==> config.mk <==
export PLATFORM = sky130hd
export DESIGN_NAME = sram_resp_flat
export DESIGN_NICKNAME = d
export VERILOG_FILES = /design/src/rtl/sram_resp_if.sv /design/src/rtl/sram_resp.sv /design/src/flat_wrapper.sv
export SDC_FILE = /design/constraint.sdc
export NUM_CORES = 2
export LEC_CHECK = 0
export CORE_UTILIZATION = 24
export CTS_BUF_LIST = sky130_fd_sc_hd__clkbuf_2
export DETAILED_ROUTE_END_ITERATION = 16
export PLACE_DENSITY = 0.47
export SLEW_MARGIN = 10
export SYNTH_ARGS = -nofsm -noshare
export SYNTH_HDL_FRONTEND = slang
export SYNTH_SLANG_ARGS = --single-unit
==> constraint.sdc <==
create_clock -name clk -period 12.8 [get_ports clk]
set_input_delay 2.56 -clock clk [delete_from_list [all_inputs] [get_ports clk]]
set_output_delay 2.56 -clock clk [all_outputs]
set_load 0.03 [all_outputs]
==> src/rtl/sram_resp_if.sv <==
// sram_resp_if: strobe, preload and error bundle between the tinycpu side and sram_resp
//   master: drives addr/din/den/cen/wen/oen, load_*, err_clr; observes dq/dq_oe, load_ready, cpu_hold, load_count, err_*
//   slave:  the responder, mirror image of master
interface sram_resp_if #(parameter int DW = 8, parameter int AW = 8);
  logic [AW-1:0] addr;
  logic [DW-1:0] din;
  logic den, cen, wen, oen;
  logic [DW-1:0] dq;
  logic dq_oe;
  logic load_start, load_valid, load_last;
  logic [DW-1:0] load_data;
  logic load_ready, cpu_hold;
  logic [AW:0] load_count;
  logic err_clr, err_bus, err_par;
  modport master (
    output addr, din, den, cen, wen, oen, load_start, load_valid, load_data, load_last, err_clr,
    input  dq, dq_oe, load_ready, cpu_hold, load_count, err_bus, err_par
  );
  modport slave (
    input  addr, din, den, cen, wen, oen, load_start, load_valid, load_data, load_last, err_clr,
    output dq, dq_oe, load_ready, cpu_hold, load_count, err_bus, err_par
  );
endinterface

==> src/rtl/sram_resp.sv <==
// sram_resp: SRAM strobe responder with combinational reads and host byte-stream preload
//   clk, rst (async, active-low); bus (sram_resp_if.slave): CPU strobes/addr/data, zero-latency dq,
//   host preload stream with cpu_hold, saturating load_count, sticky err_bus/err_par cleared by err_clr.
//   Optional SRAM_RESP_PARITY_EN: stores an even-parity bit per word and flags mismatches on CPU reads.
module sram_resp #(
  parameter int DW    = 8,
  parameter int AW    = 8,
  parameter int DEPTH = 256
) (
  input logic clk,
  input logic rst,
  sram_resp_if.slave bus
);
`ifdef SRAM_RESP_PARITY_EN
  localparam int MW = DW + 1;
`else
  localparam int MW = DW;
`endif
  typedef enum logic {SERVE, LOAD} state_t;
  state_t r_state, w_next;
  logic [MW-1:0] r_mem [DEPTH];
  logic [AW-1:0] r_ptr;
  logic [AW:0] r_cnt;
  logic r_err_bus, r_err_par;
  logic w_serve, w_in_range, w_rd, w_wr, w_beat, w_bus_err, w_par_err;
  logic [MW-1:0] w_word, w_cpu_wd, w_ld_wd;
  always_ff @(posedge clk or negedge rst)
    if (!rst) r_state <= SERVE;
    else r_state <= w_next;
  // load_start restarts from either state; a beat carrying it is dropped, so it never ends the load
  always_comb w_next = bus.load_start ? LOAD : (w_beat && bus.load_last) ? SERVE : r_state;
  always_comb begin
    w_serve    = r_state == SERVE;
    w_in_range = int'(bus.addr) < DEPTH;
    w_word     = r_mem[bus.addr];
    w_rd       = w_serve & ~bus.cen & ~bus.oen & bus.wen;
    w_wr       = w_serve & ~bus.cen & ~bus.wen;
    w_beat     = ~w_serve & bus.load_valid & ~bus.load_start;
    w_bus_err  = w_serve & ((bus.den & w_rd) | (w_wr & ~bus.den) | (~bus.cen & ~bus.oen & ~bus.wen) |
                            (~bus.cen & ~w_in_range));
`ifdef SRAM_RESP_PARITY_EN
    w_cpu_wd   = {^bus.din, bus.din};
    w_ld_wd    = {^bus.load_data, bus.load_data};
    w_par_err  = w_rd & w_in_range & (^w_word);
`else
    w_cpu_wd   = bus.din;
    w_ld_wd    = bus.load_data;
    w_par_err  = 1'b0;
`endif
    bus.dq_oe      = w_rd;
    bus.dq         = (w_rd & w_in_range) ? w_word[DW-1:0] : '0;
    bus.load_ready = ~w_serve;
    bus.cpu_hold   = ~w_serve;
    bus.load_count = r_cnt;
    bus.err_bus    = r_err_bus;
    bus.err_par    = r_err_par;
  end
  always_ff @(posedge clk)
    if (w_wr && w_in_range) r_mem[bus.addr] <= w_cpu_wd;
    else if (w_beat) r_mem[r_ptr] <= w_ld_wd;
  // a set condition outranks err_clr in the same cycle
  always_ff @(posedge clk or negedge rst)
    if (!rst) begin
      r_ptr     <= '0;
      r_cnt     <= '0;
      r_err_bus <= 1'b0;
      r_err_par <= 1'b0;
    end else begin
      if (bus.load_start) begin
        r_ptr <= '0;
        r_cnt <= '0;
      end else if (w_beat) begin
        r_ptr <= (r_ptr == AW'(DEPTH - 1)) ? '0 : r_ptr + 1'b1;
        r_cnt <= (r_cnt == (AW + 1)'(DEPTH)) ? r_cnt : r_cnt + 1'b1;
      end
      r_err_bus <= w_bus_err | (r_err_bus & ~bus.err_clr);
      r_err_par <= w_par_err | (r_err_par & ~bus.err_clr);
    end
endmodule

==> src/flat_wrapper.sv <==
// flat-port wrapper written by rule: the top's interface ports become plain ports
module sram_resp_flat 
#(
  parameter int DW    = 8,
  parameter int AW    = 8,
  parameter int DEPTH = 256
)
  (clk, rst, bus_addr, bus_din, bus_den, bus_cen, bus_wen, bus_oen, bus_load_start, bus_load_valid, bus_load_data, bus_load_last, bus_err_clr, bus_dq, bus_dq_oe, bus_load_ready, bus_cpu_hold, bus_load_count, bus_err_bus, bus_err_par);
  sram_resp_if #(.DW(DW), .AW(AW)) bus_i ();
  input logic clk;
  input logic rst;
  input wire logic [$bits(bus_i.addr)-1:0] bus_addr;
  input wire logic [$bits(bus_i.din)-1:0] bus_din;
  input wire logic [$bits(bus_i.den)-1:0] bus_den;
  input wire logic [$bits(bus_i.cen)-1:0] bus_cen;
  input wire logic [$bits(bus_i.wen)-1:0] bus_wen;
  input wire logic [$bits(bus_i.oen)-1:0] bus_oen;
  input wire logic [$bits(bus_i.load_start)-1:0] bus_load_start;
  input wire logic [$bits(bus_i.load_valid)-1:0] bus_load_valid;
  input wire logic [$bits(bus_i.load_data)-1:0] bus_load_data;
  input wire logic [$bits(bus_i.load_last)-1:0] bus_load_last;
  input wire logic [$bits(bus_i.err_clr)-1:0] bus_err_clr;
  output wire logic [$bits(bus_i.dq)-1:0] bus_dq;
  output wire logic [$bits(bus_i.dq_oe)-1:0] bus_dq_oe;
  output wire logic [$bits(bus_i.load_ready)-1:0] bus_load_ready;
  output wire logic [$bits(bus_i.cpu_hold)-1:0] bus_cpu_hold;
  output wire logic [$bits(bus_i.load_count)-1:0] bus_load_count;
  output wire logic [$bits(bus_i.err_bus)-1:0] bus_err_bus;
  output wire logic [$bits(bus_i.err_par)-1:0] bus_err_par;
  assign bus_i.addr = bus_addr;
  assign bus_i.din = bus_din;
  assign bus_i.den = bus_den;
  assign bus_i.cen = bus_cen;
  assign bus_i.wen = bus_wen;
  assign bus_i.oen = bus_oen;
  assign bus_i.load_start = bus_load_start;
  assign bus_i.load_valid = bus_load_valid;
  assign bus_i.load_data = bus_load_data;
  assign bus_i.load_last = bus_load_last;
  assign bus_i.err_clr = bus_err_clr;
  assign bus_dq = bus_i.dq;
  assign bus_dq_oe = bus_i.dq_oe;
  assign bus_load_ready = bus_i.load_ready;
  assign bus_cpu_hold = bus_i.cpu_hold;
  assign bus_load_count = bus_i.load_count;
  assign bus_err_bus = bus_i.err_bus;
  assign bus_err_par = bus_i.err_par;
  sram_resp #(.DW(DW), .AW(AW), .DEPTH(DEPTH)) u_core (.clk(clk), .rst(rst), .bus(bus_i));
endmodule
==> flow_metrics.tcl <==
set metrics [dict create \
    outcome "finished, final reports clean" \
    period_needed_ps 10240 \
    row_count 213 \
    power.internal_w 0.00969 \
    drt_wl_total_um 256000 \
    crit_start "bus_addr[1]" \
    ys_seq_elements 2068 \
    required_ps 10240 \
    comb_power_share_pct 6.1 \
    area_delta_synth_final_pct 13.0 \
    rsz0062_at_grt "no" \
    postCtsHoldBufs 0 \
    p_leak_nw 29.1 \
    synth_area_sq_um 81600 \
    path_clk_slew_ps 80 \
    multi_input_area_sq_um 18000 \
    fp.coreArea_sq_um 337000 \
    die_y_um 585 \
    r2r-end "u_core.r_mem[7][3]" \
    ys_seq_area_share_pct 76.0 \
    dieArea_sq_um 342000 \
    seqPwrFrac_pct 57.8 \
    grt_pass1_vias 44900 \
    p_sw_share_pct 25.5 \
    drt-pass1-iter-count 6 \
    finalSetupViolations 0 \
    cts_tree "done" \
    grt_pass1_wl_um 353000 \
    rr_startpoint "u_core.bus.cpu_hold" \
    hpwl_um 158000 \
    syn-num-nets 4124 \
    tightest_slew_ps 1390 \
    die_w_um 585 \
    place_congestion 0.830 \
    ir_worst_vdd_v 0.000110 \
    cts_resized 0 \
    start_util_pct 24.2 \
    worstPathMaxFanout 61 \
    synth_edf_count 2048 \
    arrival_ps 7680 \
    synthArstFlopShare_pct 0.967 \
    p_per_area_nw_per_um2 141 \
    ys_types 70 \
    final_cell_count_no_fill 9467 \
    final_max_slew_viol_count 0 \
    grt_max_degree 181 \
    synth_cells 4087 \
    netlist.area_leader.share_pct 75.4 \
    pwr-share-clk_pct 36.1 \
    yosysMostFrequentCell "edfxtp_1" \
    ys.flop_type "edfxtp_1" \
    fin_hold_ws_ps 512 \
    r2r_cells 8 \
    syn_avg_cell_area_sq_um 20.0 \
    yosysTopAreaCell "edfxtp_1" \
    p_switching_w 0.00331 \
    maxSlewHeadroom_pct 6.36 \
    cts-root-buf "clkbuf_2" \
    fin_nets 4619 \
    vias 43900 \
    ys_warn_count 0 \
    cp-end-kind "output port" \
    portBuffers 55 \
    regToRegSetupSlack_ps 7960 \
    remaining_drc_errors 0 \
    hold_viol 0 \
    hold_path_class "flip-flop to flip-flop" \
    fmax_mhz 97.6 \
    crit_path_end "bus_dq[1]" \
    synth_area_leaders "edfxtp_1, mux4_2, mux2i_1, nor2_1, mux4_1" \
    skew_ps 145 \
    ant_nets 0 \
    cts_max_level 6 \
    grt_overflow 0 \
    wl_per_cell_um 27.0 \
    start_kind "primary input" \
    layout-drive-gt1-share_pct 27.7 \
    period_share_pct 80.0 \
    final.setup.tns_ps 0 \
    cap_violations 0 \
    nFillCells 34100 \
    clk_path_buf_depth 4 \
    dp.cells 8525 \
    synthTopCellsByCount "edfxtp_1, mux4_2, nor2_1" \
    drt_iter0_drc 4288 \
    vias_per_cell 4.64 \
    postCtsSetupBuffers 0 \
    path_class "primary input to output port" \
    cts_buffers 570 \
    seqCellArea_sq_um 62000 \
    io-pin-count 56 \
    finalPower_w 0.0130 \
    antenna_found_initial 5 \
    grt_use_total_pct 14.7 \
    clkLatencyLatePin_ps 1820 \
    clkSinkCount 2068 \
]
-- through the flow --
stage / setup WS (ps) / instance area [sq um] / utilization (%)
global route: 2570 / 92200 / 27.3
global placement: 1530 / 87300 / 25.9
finish: 2560 / 92200 / 27.3
detailed placement: 2600 / 87300 / 25.9
floorplan: 5230 / 81600 / -
CTS: 2600 / 92200 / 27.3
-- routing by layer --
| metal | part of all wire, % | global-route usage (%) | vias up |
|---|---|---|---|
| li1 | - | - | 18300 |
| met3 | 7.0 | 3.29 | 419 |
| met1 | 42 | 19.1 | 23500 |
| met5 | 0 | 0 | - |
| met2 | 49 | 24.1 | 1731 |
| met4 | 2.7 | 4.79 | 0 |
-- placed cells by master (no fill, tap or decap), types with 14 or more instances in the layout --
cell             instances
clkinv_1                87
o22ai_1                 56
buf_4                  100
a22oi_1                 49
dfrtp_1                 20
mux4_2                 358
o221ai_1                66
nand4_1                 19
clkbuf_2               817
nor3_1                  46
o21ai_0                 54
nand3_1                 58
or3_1                   14
edfxtp_1              2048
nand2_1                133
nand2b_1                14
nor4_1                  19
buf_12                  14
a21oi_1                 56
nor2_1                 310
and2_1                  19
bufinv_16               14
mux2i_1                245
a211oi_1                32
nand3b_1                15
mux4_1                  41
clkdlybuf4s50_1         50
-- critical path, stage by stage --
cell	delay, ps
buf_8	240
buf_12	300
nor2_1	930
a221oi_1	440
o2bb2a_1	460
nand4_1	210
or4_1	660
o22ai_1	800
clkdlybuf4s50_1	820
-- cells by family after synthesis --
logic type,synth area share [%]
flops,76.0
simple gates,3.82
mux,14.4
compound gates,3.59
buf+inv,2.12
xor+xnor,0.0751
fa+ha+maj,0.0460
-- sequential cells by signal (all words and copies together) (netlist names) --
name / cells
u_core.r_mem: 2048
u_core.bus.load_count: 9
u_core.r_ptr: 8
u_core.bus.cpu_hold: 1
u_core.bus.err_bus: 1
u_core.bus.err_par: 1
-- worst min-delay path by stage --
stage	startpoint	end	slack, ps	depth (start not counted)
after global routing	u_core.bus.err_par	u_core.bus.err_par	580	1
final	u_core.bus.err_par	u_core.bus.err_par	510	1
after CTS	u_core.bus.err_par	u_core.bus.err_par	530	1
after detailed placement	u_core.bus.err_par	u_core.bus.err_par	490	1
after floorplan	u_core.r_ptr[7]	u_core.r_ptr[7]	520	1
after global placement	u_core.bus.err_par	u_core.bus.err_par	490	1
-- layout make-up --
cell class              instances  share of cell area [%]
diodes                          8                  0.0217
well taps                    4515                    6.13
inverters                       6                  0.0271
clock buffers                 817                    4.43
repair buffers                168                    1.71
flip-flops and latches       2068                    67.2
multi-input cells            1768                    19.5
clock inverters               117                   0.892
-- power by group through the flow --
stage,sequential [W],clock (W),combinational [W]
4_1_cts,0.00752,0.00484,0.000801
5_1_grt,0.00752,0.00516,0.000826
2_1_floorplan,0.00773,0,0.000443
3_5_place_dp,0.00767,0,0.000801
3_3_place_gp,0.00767,0,0.000789
6_report,0.00752,0.00470,0.000789
No activity file was read; power rests on OpenSTA's default activity.
